<file path="src/rtl/a2d_scan_sched.sv">
// a2d_scan_sched: sequencer/arbiter in front of A2D_intf (SPI master to ADC128S).
// Round-robin scans channels 0..NUM_CH-1 into a result file and serves one-shot
// requests from a second requester, at most one request between two scan conversions.
//
// Optional feature macro: A2D_TIMEOUT_EN (WAIT timeout, sticky a2d_err).
//
// Ports:
//   clk, rst_n            clock, asynchronous active-low reset
//   en                    scan enable (level)
//   req, req_chnnl        one-shot request pulse and its channel
//   req_busy              request pending or in service (new req ignored)
//   req_done, req_res     one-cycle done pulse, one-shot result (held)
//   strt_cnv, chnnl       conversion start pulse / channel to A2D_intf
//   cnv_cmplt, res        conversion complete / result from A2D_intf
//   rd_chnnl, rd_res      combinational read port of the scan result file
//   scan_done             pulse when the last channel's result is stored
//   a2d_err               sticky timeout flag
module a2d_scan_sched #(
    parameter int NUM_CH  = 8,
    parameter int GAP_CYC = 16,
    parameter int TIMEOUT = 2047
) (
    input  logic        clk,
    input  logic        rst_n,
    input  logic        en,
    input  logic        req,
    input  logic [2:0]  req_chnnl,
    output logic        req_busy,
    output logic        req_done,
    output logic [11:0] req_res,
    output logic        strt_cnv,
    output logic [2:0]  chnnl,
    input  logic        cnv_cmplt,
    input  logic [11:0] res,
    input  logic [2:0]  rd_chnnl,
    output logic [11:0] rd_res,
    output logic        scan_done,
    output logic        a2d_err
);

    typedef enum logic [1:0] {IDLE, START, WAIT, GAP} state_t;

    localparam logic [2:0] LAST  = 3'(NUM_CH - 1);
    localparam logic [7:0] GAP_L = 8'(GAP_CYC);

    state_t      state;
    state_t      nxt;
    logic [2:0]  ptr;
    logic [2:0]  ptr_nx;
    logic [2:0]  scan_ch;
    logic [2:0]  req_ch;
    logic [7:0]  gap_cnt;
    logic [11:0] file [8];
    logic        last_req;
    logic        cur_req;
    logic        go;
    logic        pend_d;
    logic        last_d;
    logic        sel_req;
    logic        sel_scan;
    logic        ok;
    logic        to;
    logic        done;

    assign ok     = (state == WAIT) && cnv_cmplt;
    assign done   = ok || to;
    assign ptr_nx = (ptr == LAST) ? 3'd0 : ptr + 3'd1;

`ifdef A2D_TIMEOUT_EN
    localparam int TW = $clog2(TIMEOUT + 1);
    localparam logic [TW-1:0] TMAX = TW'(TIMEOUT - 1);

    logic [TW-1:0] wcnt;

    assign to = (state == WAIT) && !cnv_cmplt && (wcnt == TMAX);

    always_ff @(posedge clk or negedge rst_n) begin
        if (!rst_n) begin
            wcnt    <= '0;
            a2d_err <= 1'b0;
        end else begin
            wcnt <= (state == WAIT) ? wcnt + 1'b1 : '0;
            if (to)
                a2d_err <= 1'b1;
        end
    end
`else
    assign to      = 1'b0;
    assign a2d_err = 1'b0;
`endif

    // Completing in WAIT with no gap decides in the same cycle, so the
    // decision sees the flags as they will be after this completion.
    always_comb begin
        pend_d = req_busy;
        last_d = last_req;
        if (state == WAIT) begin
            pend_d = !cur_req && req_busy;
            last_d = cur_req;
        end
    end

    always_comb begin
        sel_req  = 1'b0;
        sel_scan = 1'b0;
        priority case (1'b1)
            pend_d && (!last_d || !en): sel_req  = 1'b1;
            en:                         sel_scan = 1'b1;
            default: ;
        endcase
    end

    // After a scan store in the no-gap path, the next scan uses the advanced ptr.
    assign scan_ch = (state == WAIT) ? ptr_nx : ptr;

    // State register
    always_ff @(posedge clk or negedge rst_n) begin
        if (!rst_n)
            state <= IDLE;
        else
            state <= nxt;
    end

    // Next state
    always_comb begin
        nxt = state;
        go  = 1'b0;
        unique case (state)
            IDLE:  go = 1'b1;
            START: nxt = WAIT;
            WAIT: begin
                if (done) begin
                    if (GAP_CYC == 0)
                        go = 1'b1;
                    else
                        nxt = GAP;
                end
            end
            GAP:   go = (gap_cnt == 8'd1);
            default: nxt = IDLE;
        endcase
        if (go)
            nxt = (sel_req || sel_scan) ? START : IDLE;
    end

    // Outputs
    always_comb begin
        strt_cnv = (state == START);
    end

    always_comb begin
        rd_res = 12'h000;
        if (rd_chnnl <= LAST)
            rd_res = file[rd_chnnl];
    end

    // Datapath
    always_ff @(posedge clk or negedge rst_n) begin
        if (!rst_n) begin
            ptr       <= 3'd0;
            req_ch    <= 3'd0;
            chnnl     <= 3'd0;
            gap_cnt   <= 8'd0;
            last_req  <= 1'b0;
            cur_req   <= 1'b0;
            req_busy  <= 1'b0;
            req_done  <= 1'b0;
            req_res   <= 12'h000;
            scan_done <= 1'b0;
            for (int i = 0; i < 8; i++)
                file[i] <= 12'h000;
        end else begin
            req_done  <= 1'b0;
            scan_done <= 1'b0;

            // req_done gate drops a request issued in the done cycle.
            if (req && !req_busy && !req_done) begin
                req_busy <= 1'b1;
                req_ch   <= req_chnnl;
            end

            if (go && (sel_req || sel_scan)) begin
                cur_req <= sel_req;
                chnnl   <= sel_req ? req_ch : scan_ch;
            end

            if (done) begin
                gap_cnt <= GAP_L;
                if (cur_req) begin
                    req_res  <= ok ? res : 12'h000;
                    req_done <= 1'b1;
                    req_busy <= 1'b0;
                    last_req <= 1'b1;
                end else begin
                    if (ok)
                        file[ptr] <= res;
                    scan_done <= ok && (ptr == LAST);
                    ptr       <= ptr_nx;
                    last_req  <= 1'b0;
                end
            end else if (state == GAP && gap_cnt != 8'd0) begin
                gap_cnt <= gap_cnt - 8'd1;
            end

            if (state == IDLE && !en)
                ptr <= 3'd0;
        end
    end

endmodule

</file>
<file path="config.mk">
export PLATFORM = sky130hd
export DESIGN_NAME = a2d_scan_sched
export DESIGN_NICKNAME = d
export VERILOG_FILES = /design/src/rtl/a2d_scan_sched.sv
export SDC_FILE = /design/constraint.sdc
export NUM_CORES = 1
export LEC_CHECK = 0
export BUFFER_PORTS_ARGS = -buffer_cell sky130_fd_sc_hd__buf_4
export CAP_MARGIN = 20
export CORE_ASPECT_RATIO = 1.25
export CORE_MARGIN = 8
export CORE_UTILIZATION = 45
export DETAILED_ROUTE_END_ITERATION = 10
export MAX_ROUTING_LAYER = met4
export PLACE_DENSITY = 0.66
export REMOVE_ABC_BUFFERS = 1
export SKIP_CTS_REPAIR_TIMING = 1
export SYNTH_ARGS = -nofsm -noshare
export SYNTH_HDL_FRONTEND = slang
export SYNTH_SLANG_ARGS = --single-unit
export TNS_END_PERCENT = 5
</file>
<file path="constraint.sdc">
create_clock -name clk -period 2.1 [get_ports clk]
set_input_delay 0.42 -clock clk [delete_from_list [all_inputs] [get_ports clk]]
set_output_delay 0.42 -clock clk [all_outputs]
set_load 0.005 [all_outputs]
</file>
Yosys cells after proc, flatten, opt, wreduce, memory -nomap -nowiden
Cells that the tools add are included.
Widths: inputs -> output; s select.

storage, ports and cells
  word-level logic and storage cells = 93
  bits of input ports = 23
  register bits after elaboration = 132
  output and inout port bits = 32

cells by class
  reductions and logical operators = 26
  muxes and demuxes = 32
  bitwise logic cells = 3
  eq/ne operators = 7
  $add $sub $neg = 2
  $lt $le $gt $ge = 4

operators by type and width
  cell                 number
  $bwmux 96            1
  $mux 12              4
  $bmux 12 s3          1
  $demux 12 s3         1
  $mux 3               6
  $mux 8               2
  $mux 1               13
  $logic_and 1x1->1    10
  $eq 8x1->1 const B   1
  $ge 4x4->1 const B   2
  $not 3->4            2
  $reduce_and 2->1     4
  $reduce_bool 8->1    1
  $sub 8x1->8 const B  1
  $logic_not 1->1      5
  $eq 2x2->1 const B   2
  $lt 4x1->1 const B   1
  $mux 2               2
  $pmux 2 s2           1
  $reduce_bool 2->1    2
  $add 3x1->3 const B  1
  $eq 3x3->1 const B   1
  $le 3x3->1 const B   1
  $ne 3x3->1 const B   1
  other kinds (7)      8

Depth between registers and ports, before layout
Gate-level depths: netlist of run 1.

  depth in word-level cells = 9
  gate-level depth with buffers = 9
  mapped depth without buffers = 6

Least setup slack after synthesis of run 1
Ideal clock, no wire load.

  path kind = input port to output port
  from = in rd_chnnl[0]
  to = out rd_res[0]
  slack = -9 ps
  data required time = 1680 ps
  arrival = 1689 ps
  path buffers = 2
  stages = 4
  cells stage by stage = buf_2 > buf_2 > mux4_2 > mux2_2

on the way
  longest elaborated chain between the ends = 5
  elaborated cells on any way between the ends = 6
  classes of those cells = order compare (1); mux (4); bitwise (1)

ends and longest elaborated chain
  what                                         line  text
  from (decl)                                  35    input logic [2:0] rd_chnnl,
  $not 3->4 (implied by the code)              154   rd_res = file[rd_chnnl];
  $bmux 12 s3                                  154
  $mux 12 (implied by the code) (2 in series)  154
  $mux 12 (*)                                  153   if (rd_chnnl <= LAST)
  to (decl)                                    36    output logic [11:0] rd_res,

Every way passes the cells marked *; elsewhere a longest branch is shown, timed or not. The select of a mux whose other input is x is not followed.

Final worst setup path of run 1
  from = reg file[67] (netlist name)
  to = out rd_res[7]

on the way
  longest elaborated chain between the ends = 4

ends and longest elaborated chain
  what                                         line  text
  from (decl)                                  53    logic [11:0] file [8];
  from (signal, indexed assignment)            196   file[ptr] <= res;
  $bmux 12 s3                                  154
  $mux 12 (implied by the code) (2 in series)  154
  $mux 12                                      153

No other way between the ends. The select of a mux whose other input is x is not followed.

==> run metrics, run 1 <==
Layout area overhead=22.5%; H-Tree Depth=4; largest net degree at the start of global routing=61; footprint of the multi-input gates=2720 sq um; register area=3300 sq um; crit share post-route=0.995; initial antenna violation count=0; fill count=1089; antenna fix cells=0; Crit Path Category=flop to output port; clock sinks=132; Max Slew Vio Count=0; clock tree buffer depth=2; top cells by count, synth=132 x dfrtp_1, 129 x mux2_2, 24 x mux4_2; drt pass-1 iters=4; critical path capture point type=output port; Worst setup SP type=flop; Worst Max-Slew Pin Slew=519 ps; PD cells=1250 nW/um^2; final core utilization=0.566; Yosys top cell area share=0.538; CORE AREA=13300 sq um; Hold WC Path Type=primary input to flop; Synth async-reset ratio=1.00; Setup TNS=0 ps; layout cells sized above 1=0.544; vias in the first global route=4085; All-Layer GR Usage=0.161; Post-synth EDFFs=0; Place WS=17.4 ps; Die ar.=17700 sq um; Mapped Avg Cell Area=15.1 sq um; Worst-path clk slew=50 ps; Vias/cell=5.46; fin crit period=2090 ps; initial DRC count=109; worst vdd ir=660 uV; Required @ worst endpoint=1680 ps; DR WL/cell=19.1 microns; total congestion overflow=0; Die Y=147 microns; CTS buffer count=17; CP arrival=1670 ps; Rows=47; status=finished clean; Final Power=9.42 mW; sequential element share of the synthesized area=0.538; wirelength, routed=12.8 mm; Peak Freq=0.479 GHz; final hold violations=0; worst-skew pair later-pin latency=410 ps; synthesized cell area=6140 sq um; Die Width=121 microns; ys flop type=dfrtp_1; IO buf count=53; Max-cap violations=0; CTS tree=yes; Pleak=3.57 nW; YS warnings=0; antenna-violating nets left=0; via count=3639; routability congestion estimate=0.733; final hold slack=253 ps; synth unique cells=46; unrepaired setup endpoints after global routing=true; min setup slack post-route=10.6 ps; Setup Skew=5.89 ps; flops & latches, synth=132; Final nets=515; count leader, synth=dfrtp_1; Synth Instances=406; cell taking the most area after synthesis=dfrtp_1; DRC errors left=0; hpwl dp=8.46 mm; critical path fanouts, max=2; Starting Density=0.462; I/O pin count=55; first-pass GRT wire length=21.4 mm; final setup vio count=0; worst relative slew slack=0.650; Synth area leaders=dfrtp_1 54%, mux2_2 24%, mux4_2 8.8%, ha_1 1.8%, buf_2 0.81%; Root Buffer Master=clkbuf_16
[logic make-up after synthesis]
group	after synthesis	share of synthesized area
AOI/OAI and AO/OA	25	0.0273
muxes	157	0.331
buffers and inverters	28	0.0259
other	1	0.000610
xor gates and xnor gates	1	0.00143
DFF	132	0.538
adders and majority gates	9	0.0183
and+or+nand+nor	53	0.0576
[registers in the layout, indices dropped and copies added (netlist names)]
signal and cells:
chnnl 3, cur_req 1, file 96, gap_cnt 8, last_req 1, ptr 3, req_busy 1, req_ch 3
req_done 1, req_res 12, scan_done 1, state 2
[cell usage in the layout (no fill, tap or decap), types with 3 or more instances in the layout]
cell type  count
dfrtp_1      132
mux2_2       121
buf_4         63
mux4_2        24
clkbuf_16     17
nand2_1       11
nor2_1        11
mux2_4         8
ha_1           8
buf_6          8
buf_12         8
inv_1          6
a21oi_1        6
clkbuf_1       6
o21ai_0        5
clkbuf_8       5
nor2b_1        4
nand3b_1       4
clkinv_2       4
nand2b_1       3
or3_1          3
[per-layer routing]
layer / global-route usage / share of wire
met1: 0.193 / 0.44
met3: 0.0440 / 0.042
met4: 0.0582 / 0.014
met5: - / 0
met2: 0.254 / 0.50
[worst paths after layout]
path,startpoint,cells after the start,slack (ps),end
hold reg to reg,last_req,2,480,last_req
max in group asynchronous,rst_n,3,970,req_res[8]
setup / recovery,file[67],3,10,rd_res[7]
hold / removal,req_chnnl[0],2,250,req_ch[0]
setup reg to reg,state[0],7,120,file[30]
min in group asynchronous,rst_n,2,490,file[34]
[area by class of cell]
| cell class | count | area share |
|---|---|---|
| Tap cell | 171 | 0.0284 |
| Multi-Input combinational cell | 246 | 0.361 |
| Inverter | 6 | 0.00299 |
| Clock buffer | 28 | 0.0687 |
| Sequential cell | 132 | 0.439 |
| Clock inverter | 4 | 0.00266 |
| Timing Repair Buffer | 80 | 0.0974 |
[stage by stage]
stage,std cells,area (sq um)
floorplan,384,6010
global route,667,7520
detailed placement,633,6910
global placement,633,6910
finish,667,7520
CTS,665,7440
[worst max-delay path, stage by stage, from the launching register on]
cell and delay, ps:
dfrtp_1 380, mux4_2 460, mux2_2 290, buf_4 140
[report_power, final]
group          switching (mW)  leakage, nW  total [mW]  internal [mW]
registers               0.511         1.73        3.94           3.43
clock network            1.01        0.268        2.66           1.66
logic                    1.10         1.57        2.82           1.72
No activity file was read; power rests on OpenSTA's default activity.
==> run 2: changes to the inputs <==
--- a/config.mk
+++ b/config.mk
@@ -7,12 +7,14 @@
 export LEC_CHECK = 0
 export BUFFER_PORTS_ARGS = -buffer_cell sky130_fd_sc_hd__buf_4
 export CAP_MARGIN = 20
+export CELL_PAD_IN_SITES_DETAIL_PLACEMENT = 1
+export CELL_PAD_IN_SITES_GLOBAL_PLACEMENT = 1
 export CORE_ASPECT_RATIO = 1.25
 export CORE_MARGIN = 8
 export CORE_UTILIZATION = 45
 export DETAILED_ROUTE_END_ITERATION = 10
 export MAX_ROUTING_LAYER = met4
-export PLACE_DENSITY = 0.66
+export PLACE_DENSITY_LB_ADDON = 0.1
 export REMOVE_ABC_BUFFERS = 1
 export SKIP_CTS_REPAIR_TIMING = 1
 export SYNTH_ARGS = -nofsm -noshare
==> run 2 against run 1 <==
Effect of this change: worst hold slack lost 17 ps; utilization increased by 0.57 points; clock skew increased by 0.94 ps; routed wire length is 7.0% higher; combinational power rose by 2%; count of clock-buffer cells in the layout shrank 3; die area unchanged.
==> run metrics, run 2 (synthesized netlist as in run 1, its figures left out) <==
DRC errors left=0; Top Registers=file (96), req_res (12), gap_cnt (8); R2R Setup Slk=130 ps; DR WL/cell=20.5 microns; critical path fanouts, max=2; clock tree buffer depth=2; All-Layer GR Usage=0.174; antenna fix cells=0; Worst Max-Slew Pin Slew=493 ps; crit share post-route=1.00; commonest cells after routing, fill and taps aside=132 x dfrtp_1, 119 x mux2_2, 61 x buf_4; grt met2 use=0.272; Required @ worst endpoint=1680 ps; crit path launch=file[50]; Place WS=4.29 ps; Hold WC Path Type=primary input to flop; Max Slew Vio Count=0; Vias/cell=5.49; H-Tree Depth=4; hold path endpoint=req_ch[0]; Layout area overhead=23.7%; status=finished clean; grt met1 use=0.208; initial DRC count=146; CORE AREA=13300 sq um; Final Instance Count excl. Fillers=667; CP max stage delay=480 ps; Peak Freq=0.476 GHz; largest register by flop count=file; Root Buffer Master=clkbuf_16; wirelength, routed=13.7 mm; commonest non-fill, non-tap cell in the layout=dfrtp_1; antenna-violating nets left=0; worst relative slew slack=0.668; final setup vio count=0; final core utilization=0.572; hpwl dp=8.89 mm; Worst-path clk slew=50 ps; Max-cap violations=0; Final Power=9.68 mW; routability congestion estimate=0.787; met3 usage=0.0471; Die Y=147 microns; dpl cells=633; Starting Density=0.462; Rows=47; unrepaired setup endpoints after global routing=true; Crit Path Category=flop to output port; I/O pin count=55; min setup slack post-route=0.927 ps; busiest metal layer after global routing=met2; Die Width=121 microns; largest net degree at the start of global routing=61; CTS buffer count=17; Worst setup SP type=flop; Final nets=517; worst-skew pair later-pin latency=420 ps; clock sinks=132; final hold slack=236 ps; initial antenna violation count=0; via count=3665; drt pass-1 iters=4; slowest CP cell=mux4_2; hold depth=2; max FFs per register=96; Pleak=3.60 nW; IO buf count=53; PD cells=1270 nW/um^2; R2R Path End=file[25]; worst vdd ir=606 uV; Setup Skew=6.84 ps; first-pass GRT wire length=22.9 mm; Die ar.=17700 sq um; layout cells sized above 1=0.544; crit-path cells=mux4_2 -> mux2_4 -> buf_6; CP arrival=1680 ps; vias in the first global route=4181; CTS tree=yes; critical path capture point type=output port; r2r startpoint=state[0]; total congestion overflow=0; Hold Path Origin=req_chnnl[0]; worst-case reg-to-reg path depth=7; final hold violations=0; fin crit period=2100 ps
-- run 2: changes by cell type in the layout (fill, tap and decap cells not counted), moves of 2 or more --
cell / change
buf_12: +2
buf_4: -2
buf_6: +2
bufinv_16: +2
clkbuf_8: -2
mux2_2: -2
mux2_4: +2
-- run 2: final cells by class --
type / instances / area [sq um]
Fill cell: 1283 / 5690
Inverter: 6 / 22.5
Multi-Input combinational cell: 246 / 2720
Sequential cell: 132 / 3300
Tap cell: 171 / 214
Clock buffer: 25 / 485
Timing Repair Buffer: 82 / 781
Clock inverter: 5 / 75.1
-- run 2: worst max path at each step --
stage            endpoint  cells after the start
2_1_floorplan    file[25]                      6
3_3_place_gp    rd_res[6]                      5
3_5_place_dp    rd_res[1]                      5
4_1_cts        rd_res[10]                      3
5_1_grt         rd_res[2]                      3
6_report        rd_res[2]                      3
-- run 2: where the power goes --
group	leakage [nW]	switching, mW	internal [mW]	total [mW]
clock	0.277	1.03	1.82	2.85
combinational	1.59	1.13	1.76	2.89
sequential	1.73	0.519	3.42	3.94
-- run 2: per-stage QoR --
step	setup TNS, ps	cell area, sq um
floorplan	-410	6010
global placement	0	6930
detailed placement	0	6930
CTS	-215	7490
global route	-451	7600
finish	0	7600
-- run 2: critical path, delay by kind of cell, from the launching register on --
kind     cells  cell delay (ps)
buf+inv      1              110
mux          2              770
flops        1              380
-- run 2: layer usage --
| layer | vias up | wire [microns] |
|---|---|---|
| li1 | 1656 | - |
| met1 | 1932 | 6010 |
| met2 | 58 | 6920 |
| met3 | 19 | 440 |
| met4 | 0 | 275 |
| met5 | - | 0 |
